===== src/rtl/aibnd_dcc_cal_ctrl_if.sv =====
// Control/status bundle between the DCC calibration controller and its
// sense/trim neighbours (or a test driver).
interface aibnd_dcc_cal_ctrl_if #(
    parameter int unsigned CODE_W = 8
);
    logic              dcc_en;
    logic              up;
    logic              dcc_ovr_en;
    logic [CODE_W-1:0] dcc_ovr_code;
    logic [CODE_W-1:0] dcc_code;
    logic              dcc_busy;
    logic              dcc_lock;
    logic              dcc_sat;

    modport master (
        output dcc_en, up, dcc_ovr_en, dcc_ovr_code,
        input  dcc_code, dcc_busy, dcc_lock, dcc_sat
    );

    modport slave (
        input  dcc_en, up, dcc_ovr_en, dcc_ovr_code,
        output dcc_code, dcc_busy, dcc_lock, dcc_sat
    );
endinterface


===== src/rtl/aibnd_dcc_cal_ctrl.sv =====
// DCC calibration controller: majority-filters the synchronized sense decision
// over a window, steps the trim code toward balance and flags lock on dither.
module aibnd_dcc_cal_ctrl #(
    parameter int unsigned CODE_W     = 8,
    parameter int unsigned SETTLE_CYC = 16,
    parameter int unsigned WIN_LOG2   = 3,
    parameter int unsigned LOCK_CNT   = 4
) (
    input  logic                clk_dcc,
    input  logic                dll_reset_n,
    aibnd_dcc_cal_ctrl_if.slave dcc
);

    localparam int unsigned WIN     = 1 << WIN_LOG2;
    localparam int unsigned CNT_MAX = (SETTLE_CYC > WIN) ? SETTLE_CYC : WIN;
    localparam int unsigned CNT_W   = $clog2(CNT_MAX);
    localparam int unsigned ONES_W  = WIN_LOG2 + 1;
    localparam int unsigned REV_W   = $clog2(LOCK_CNT + 1);

    localparam logic [CODE_W-1:0] CODE_MID = {1'b1, {(CODE_W-1){1'b0}}};
    localparam logic [CODE_W-1:0] CODE_MAX = {CODE_W{1'b1}};
    localparam logic [CODE_W-1:0] CODE_MIN = {CODE_W{1'b0}};
    localparam logic [ONES_W-1:0] HALF     = ONES_W'(WIN / 2);
    localparam logic [REV_W-1:0]  REV_LOCK = REV_W'(LOCK_CNT);

    typedef enum logic [1:0] {IDLE, SETTLE, SAMPLE, DECIDE} state_t;

    state_t             state, state_nxt;
    logic [1:0]         up_sync;
    logic               up_s;
    logic [CNT_W-1:0]   cnt, cnt_nxt;
    logic [ONES_W-1:0]  ones_cnt, ones_nxt;
    logic [REV_W-1:0]   rev_cnt, rev_nxt;
    logic               prev_vld, prev_vld_nxt;
    logic               prev_inc, prev_inc_nxt;
    logic [CODE_W-1:0]  code_nxt;
    logic               busy_nxt, lock_nxt, sat_nxt;
    logic               dir_inc, dir_dec, dir_hold, qualify;

    assign up_s = up_sync[1];

    // Window decision decode, meaningful in DECIDE
    always_comb begin
        dir_inc  = (ones_cnt > HALF);
        dir_dec  = (ones_cnt < HALF);
        dir_hold = !dir_inc && !dir_dec;
        qualify  = dir_hold || (prev_vld && (prev_inc != dir_inc));
    end

    // Next-state and next-output logic; override beats enable
    always_comb begin
        state_nxt    = state;
        cnt_nxt      = cnt;
        ones_nxt     = ones_cnt;
        rev_nxt      = rev_cnt;
        prev_vld_nxt = prev_vld;
        prev_inc_nxt = prev_inc;
        code_nxt     = dcc.dcc_code;
        lock_nxt     = dcc.dcc_lock;
        sat_nxt      = dcc.dcc_sat;

        if (dcc.dcc_ovr_en) begin
            state_nxt = IDLE;
            code_nxt  = dcc.dcc_ovr_code;
            lock_nxt  = 1'b0;
            sat_nxt   = 1'b0;
            rev_nxt   = '0;
        end else if (!dcc.dcc_en) begin
            state_nxt = IDLE;
            lock_nxt  = 1'b0;
            sat_nxt   = 1'b0;
            rev_nxt   = '0;
        end else begin
            unique case (state)
                IDLE: begin
                    state_nxt    = SETTLE;
                    code_nxt     = CODE_MID;
                    cnt_nxt      = '0;
                    ones_nxt     = '0;
                    rev_nxt      = '0;
                    prev_vld_nxt = 1'b0;
                    prev_inc_nxt = 1'b0;
                    lock_nxt     = 1'b0;
                    sat_nxt      = 1'b0;
                end
                SETTLE: begin
                    if (cnt == CNT_W'(SETTLE_CYC - 1)) begin
                        state_nxt = SAMPLE;
                        cnt_nxt   = '0;
                        ones_nxt  = '0;
                    end else begin
                        cnt_nxt = cnt + CNT_W'(1);
                    end
                end
                SAMPLE: begin
                    ones_nxt = ones_cnt + ONES_W'(up_s);
                    if (cnt == CNT_W'(WIN - 1)) begin
                        state_nxt = DECIDE;
                        cnt_nxt   = '0;
                    end else begin
                        cnt_nxt = cnt + CNT_W'(1);
                    end
                end
                DECIDE: begin
                    state_nxt = SETTLE;
                    cnt_nxt   = '0;
                    if (dir_inc) begin
                        prev_vld_nxt = 1'b1;
                        prev_inc_nxt = 1'b1;
                        if (dcc.dcc_code == CODE_MAX) sat_nxt  = 1'b1;
                        else                          code_nxt = dcc.dcc_code + CODE_W'(1);
                    end else if (dir_dec) begin
                        prev_vld_nxt = 1'b1;
                        prev_inc_nxt = 1'b0;
                        if (dcc.dcc_code == CODE_MIN) sat_nxt  = 1'b1;
                        else                          code_nxt = dcc.dcc_code - CODE_W'(1);
                    end
                    if (!qualify)                rev_nxt = '0;
                    else if (rev_cnt != REV_LOCK) rev_nxt = rev_cnt + REV_W'(1);
                    if (rev_nxt == REV_LOCK) lock_nxt = 1'b1;
                end
                default: state_nxt = IDLE;
            endcase
        end

        busy_nxt = (state_nxt != IDLE);
    end

    // State and registered outputs
    always_ff @(posedge clk_dcc or negedge dll_reset_n) begin
        if (!dll_reset_n) begin
            state        <= IDLE;
            up_sync      <= '0;
            cnt          <= '0;
            ones_cnt     <= '0;
            rev_cnt      <= '0;
            prev_vld     <= 1'b0;
            prev_inc     <= 1'b0;
            dcc.dcc_code <= CODE_MID;
            dcc.dcc_busy <= 1'b0;
            dcc.dcc_lock <= 1'b0;
            dcc.dcc_sat  <= 1'b0;
        end else begin
            state        <= state_nxt;
            up_sync      <= {up_sync[0], dcc.up};
            cnt          <= cnt_nxt;
            ones_cnt     <= ones_nxt;
            rev_cnt      <= rev_nxt;
            prev_vld     <= prev_vld_nxt;
            prev_inc     <= prev_inc_nxt;
            dcc.dcc_code <= code_nxt;
            dcc.dcc_busy <= busy_nxt;
            dcc.dcc_lock <= lock_nxt;
            dcc.dcc_sat  <= sat_nxt;
        end
    end

endmodule


===== src/flat_wrapper.sv =====
// flat-port wrapper written by rule: the top's interface ports become plain ports
module aibnd_dcc_cal_ctrl_flat 
#(
    parameter int unsigned CODE_W     = 8,
    parameter int unsigned SETTLE_CYC = 16,
    parameter int unsigned WIN_LOG2   = 3,
    parameter int unsigned LOCK_CNT   = 4
)
  (clk_dcc, dll_reset_n, dcc_dcc_en, dcc_up, dcc_dcc_ovr_en, dcc_dcc_ovr_code, dcc_dcc_code, dcc_dcc_busy, dcc_dcc_lock, dcc_dcc_sat);
  aibnd_dcc_cal_ctrl_if #(.CODE_W(CODE_W)) dcc_i ();
  input  logic clk_dcc;
  input  logic dll_reset_n;
  input wire logic [$bits(dcc_i.dcc_en)-1:0] dcc_dcc_en;
  input wire logic [$bits(dcc_i.up)-1:0] dcc_up;
  input wire logic [$bits(dcc_i.dcc_ovr_en)-1:0] dcc_dcc_ovr_en;
  input wire logic [$bits(dcc_i.dcc_ovr_code)-1:0] dcc_dcc_ovr_code;
  output wire logic [$bits(dcc_i.dcc_code)-1:0] dcc_dcc_code;
  output wire logic [$bits(dcc_i.dcc_busy)-1:0] dcc_dcc_busy;
  output wire logic [$bits(dcc_i.dcc_lock)-1:0] dcc_dcc_lock;
  output wire logic [$bits(dcc_i.dcc_sat)-1:0] dcc_dcc_sat;
  assign dcc_i.dcc_en = dcc_dcc_en;
  assign dcc_i.up = dcc_up;
  assign dcc_i.dcc_ovr_en = dcc_dcc_ovr_en;
  assign dcc_i.dcc_ovr_code = dcc_dcc_ovr_code;
  assign dcc_dcc_code = dcc_i.dcc_code;
  assign dcc_dcc_busy = dcc_i.dcc_busy;
  assign dcc_dcc_lock = dcc_i.dcc_lock;
  assign dcc_dcc_sat = dcc_i.dcc_sat;
  aibnd_dcc_cal_ctrl #(.CODE_W(CODE_W), .SETTLE_CYC(SETTLE_CYC), .WIN_LOG2(WIN_LOG2), .LOCK_CNT(LOCK_CNT)) u_core (.clk_dcc(clk_dcc), .dll_reset_n(dll_reset_n), .dcc(dcc_i));
endmodule

===== config.mk =====
export PLATFORM = sky130hd
export DESIGN_NAME = aibnd_dcc_cal_ctrl_flat
export DESIGN_NICKNAME = d
export VERILOG_FILES = /design/src/rtl/aibnd_dcc_cal_ctrl_if.sv /design/src/rtl/aibnd_dcc_cal_ctrl.sv /design/src/flat_wrapper.sv
export SDC_FILE = /design/constraint.sdc
export NUM_CORES = 1
export LEC_CHECK = 0
export BUFFER_PORTS_ARGS = -buffer_cell sky130_fd_sc_hd__buf_2
export CAP_MARGIN = 20
export CORE_AREA = 2 2 61 63
export CTS_CLUSTER_DIAMETER = 200
export DETAILED_ROUTE_END_ITERATION = 8
export DIE_AREA = 0 0 63 65
export PLACE_DENSITY_LB_ADDON = 0.25
export SLEW_MARGIN = 10
export SYNTH_ARGS = -nofsm -noshare
export SYNTH_HDL_FRONTEND = slang
export SYNTH_SLANG_ARGS = --single-unit

===== constraint.sdc =====
create_clock -name clk_dcc -period 3.8 [get_ports clk_dcc]
set_input_delay 0.19 -clock clk_dcc [delete_from_list [all_inputs] [get_ports clk_dcc]]
set_output_delay 0.19 -clock clk_dcc [all_outputs]
set_load 0.005 [all_outputs]

==> reports/summary.json <==
{
  "criticalPathCategory": {"value": "reg -> reg"},
  "wl_per_cell": {"value": 13.6, "unit": "um"},
  "clock_insertion_delay_worst_skew": {"value": 0.35, "unit": "ns"},
  "final.setup.tns": {"value": 0, "unit": "ns"},
  "ys_seq_area_share": {"value": 36.1, "unit": "%"},
  "drt_first_pass_iters": {"value": 4},
  "startpoint_class": {"value": "flop"},
  "max_slew_margin": {"value": 58.5, "unit": "%"},
  "combinationalPowerShare": {"value": 22.4, "unit": "%"},
  "final_max_slew_viol_count": {"value": 0},
  "grt_remaining_overflow": {"value": 0},
  "power_frac_seq": {"value": 48.4, "unit": "%"},
  "wirelength": {"value": 3850, "unit": "um"},
  "cts_setup_buffers": {"value": 0},
  "syn_nets": {"value": 244},
  "first_iter_violations": {"value": 81},
  "syn-mean-instance-area": {"value": 9.04, "unit": "um2"},
  "outcome": {"value": "completed"},
  "layout-area-overhead-vs-synth": {"value": 10.1, "unit": "%"},
  "report.final.hold_viol_count": {"value": 0},
  "syn_area": {"value": 1940, "unit": "um2"},
  "static-leakage-power": {"value": 0.944, "unit": "nW"},
  "synth.top_cell.area_share": {"value": 34.7, "unit": "%"},
  "crit_required": {"value": 4.07, "unit": "ns"},
  "grt_max_degree": {"value": 29},
  "crit_path_end_kind": {"value": "flop"},
  "rr_worst_depth": {"value": 10},
  "sw_frac_of_total": {"value": 29.3, "unit": "%"},
  "num_io_pins": {"value": 24},
  "numPlacedInstances": {"value": 277},
  "cts.clk_slew.worst_paths": {"value": 0.16, "unit": "ns"},
  "dominantRegCellSynth": {"value": "sky130_fd_sc_hd__dfrtp_1"},
  "worstHoldPathType": {"value": "in -> reg"},
  "finalNonFillerCells": {"value": 283},
  "wire_length_of_the_first_global_routing_pass": {"value": 6690, "unit": "um"},
  "io_buffer_count": {"value": 23},
  "synth_most_common_cell": {"value": "sky130_fd_sc_hd__dfrtp_1"},
  "clk_path_buf_depth": {"value": 2},
  "route.antenna.remaining_nets": {"value": 0},
  "synthTopCellsByArea": {"value": "sky130_fd_sc_hd__dfrtp_1 35%, sky130_fd_sc_hd__ha_1 10%, sky130_fd_sc_hd__o21ai_0 4.9%, sky130_fd_sc_hd__nor2_1 3.9%, sky130_fd_sc_hd__nand2_1 3.7%"},
  "start_util": {"value": 55.6, "unit": "%"},
  "async_reset_ff_share": {"value": 100, "unit": "%"},
  "routed-via-count": {"value": 1642},
  "row_count": {"value": 22},
  "globalRouteTotalUtil": {"value": 20.6, "unit": "%"},
  "final.min_clock_period": {"value": 2.94, "unit": "ns"},
  "worstMarginPinSlew": {"value": 0.622, "unit": "ns"},
  "dp_hpwl": {"value": 2910, "unit": "um"},
  "synth_seq_cells": {"value": 28},
  "fp.dieW": {"value": 63, "unit": "um"},
  "max_freq": {"value": 340, "unit": "MHz"},
  "avgViaCountPerCell": {"value": 5.80},
  "report.final.setup_viol": {"value": 0},
  "ctsRootBufferMaster": {"value": "sky130_fd_sc_hd__clkbuf_4"},
  "timing.critical_path.arrival": {"value": 3.21, "unit": "ns"},
  "pwr-share-clk": {"value": 29.2, "unit": "%"},
  "drive_above_1_share": {"value": 17.0, "unit": "%"},
  "synth_area_leader_cell": {"value": "sky130_fd_sc_hd__dfrtp_1"},
  "net_switching": {"value": 0.205, "unit": "mW"},
  "number_of_global_route_vias_before_repair": {"value": 1534},
  "final.period_utilization": {"value": 77.4, "unit": "%"},
  "hold_slack": {"value": 0.0573, "unit": "ns"},
  "synth_cells": {"value": 215},
  "ir_worst_vdd": {"value": 168, "unit": "uV"},
  "worst_hold_path.num_cells": {"value": 2},
  "synth_top_cells_by_count": {"value": "27 x sky130_fd_sc_hd__dfrtp_1, 20 x sky130_fd_sc_hd__nor2_1, 19 x sky130_fd_sc_hd__nand2_1, 19 x sky130_fd_sc_hd__o21ai_0, 16 x sky130_fd_sc_hd__ha_1"},
  "synth-edff-count": {"value": 0},
  "fp.dieArea": {"value": 4100, "unit": "um2"},
  "floorplan.core_area": {"value": 3500, "unit": "um2"},
  "antenna_found_initial": {"value": 0},
  "cts-buffers-inserted": {"value": 3},
  "die_h": {"value": 65, "unit": "um"},
  "cellPowerDensity": {"value": 327, "unit": "nW/um2"},
  "routabilityCongestion": {"value": 0.855},
  "critical_path_peak_fanout": {"value": 9},
  "ys_types": {"value": 52},
  "rsz0062_at_grt": {"value": "false"},
  "diodes": {"value": 0},
  "timing.clock.skew": {"value": 0.0109, "unit": "ns"},
  "cts_sinks": {"value": 28},
  "yosys_warnings": {"value": 0},
  "cellInternalPower": {"value": 0.495, "unit": "mW"},
  "htree_levels": {"value": 1},
  "detail_route.drc_violations": {"value": 0},
  "cts_tree": {"value": "done"},
  "max-cap-violations": {"value": 0},
  "layout.nets": {"value": 265}
}
final timing paths:
| kind | slack (ns) | endpoint | start |
|---|---|---|---|
| setup / recovery | 0.86 | u_core.dcc.dcc_code[7] | u_core.ones_cnt[2] |
| hold / removal | 0.06 | u_core.dcc.dcc_code[0] | dcc_dcc_ovr_code[0] |
| setup reg to reg | 0.86 | u_core.dcc.dcc_code[7] | u_core.ones_cnt[2] |
| hold reg to reg | 0.37 | u_core.up_sync[1] | u_core.up_sync[0] |
| max in group asynchronous | 3.04 | u_core.up_sync[1] | dll_reset_n |
| min in group asynchronous | 0.35 | u_core.rev_cnt[0] | dll_reset_n |
metrics by stage:
step | area, um2 | utilization, % | total power [mW] | worst slack [ns]
2_1_floorplan | 1940 | - | 0.456 | 1.12
3_3_place_gp | 2070 | 59.2 | 0.498 | 1.01
3_5_place_dp | 2070 | 59.2 | 0.499 | 0.956
4_1_cts | 2140 | 61.2 | 0.704 | 0.899
5_1_grt | 2140 | 61.2 | 0.742 | 0.628
6_report | 2140 | 61.2 | 0.700 | 0.859
kinds of logic after synthesis:
family	count (synthesis)	synth area share (%)
adders and majority gates	16	10.3
and+or+nand+nor	74	19.6
DFF	28	36.1
AOI/OAI and AO/OA	65	24.0
xor gates and xnor gates	6	2.70
buffers and inverters	22	5.15
muxes	4	2.12
metal layers:
| layer | share of wire (%) | track usage [%] | wire length, um |
|---|---|---|---|
| met5 | 0 | 0 | 0 |
| met4 | 2.3 | 9.44 | 89 |
| met3 | 3.7 | 2.95 | 143 |
| met2 | 46 | 33.9 | 1790 |
| met1 | 48 | 26.8 | 1830 |
cells in the final DEF, fill, tap and decap left out, types with 4 or more instances in the layout:
master	n
sky130_fd_sc_hd__o21ai_0	19
sky130_fd_sc_hd__buf_2	23
sky130_fd_sc_hd__nand3_1	4
sky130_fd_sc_hd__a22oi_1	4
sky130_fd_sc_hd__xnor2_1	4
sky130_fd_sc_hd__dfrtp_1	27
sky130_fd_sc_hd__o21a_1	4
sky130_fd_sc_hd__nor3_1	5
sky130_fd_sc_hd__a21oi_1	11
sky130_fd_sc_hd__inv_1	13
sky130_fd_sc_hd__nor2_1	20
sky130_fd_sc_hd__ha_1	16
sky130_fd_sc_hd__nand2_1	19
what timing repair did:
item | 4_1_cts | 5_1_grt
endpoints found under the setup margin | 0 | 0
gates resized for setup | 0 | 0
hold endpoints to repair | 28 | 0
hold buffers | 2 | 0
worst max-delay path: stages, from the launching register on:
cell and delay, ns:
sky130_fd_sc_hd__dfrtp_1 0.52, sky130_fd_sc_hd__o21a_1 0.28, sky130_fd_sc_hd__or2_2 0.21, sky130_fd_sc_hd__inv_1 0.14, sky130_fd_sc_hd__ha_1 0.38, sky130_fd_sc_hd__o21a_1 0.16
sky130_fd_sc_hd__o311ai_1 0.14, sky130_fd_sc_hd__a31o_2 0.27, sky130_fd_sc_hd__a311oi_1 0.38, sky130_fd_sc_hd__nor3_1 0.11, sky130_fd_sc_hd__a311oi_2 0.26
final cells by class:
cell class | instances | area [um2]
multi-input combinational | 165 | 1140
tap | 48 | 60.1
clock buffer | 3 | 22.5
timing repair buffer | 25 | 135
sequential | 28 | 702
fill | 323 | 1360
clock inverter | 1 | 30.0
inverter | 13 | 48.8
power by group through the flow:
stage               clock network (mW)  logic (mW)  registers, mW
CTS                              0.208       0.157          0.339
global placement                     0       0.153          0.344
finish                           0.204       0.157          0.339
floorplan                            0       0.116          0.340
global route                     0.223       0.176          0.344
detailed placement                   0       0.155          0.345
registers in the layout (all words and copies together), names as in the netlist:
signal	flops
u_core.cnt	4
u_core.dcc.dcc_busy	1
u_core.dcc.dcc_code	8
u_core.dcc.dcc_lock	1
u_core.dcc.dcc_sat	1
u_core.ones_cnt	4
u_core.prev_inc	1
u_core.prev_vld	1
u_core.rev_cnt	3
u_core.state	2
u_core.up_sync	2
No activity file was read; power rests on OpenSTA's default activity.
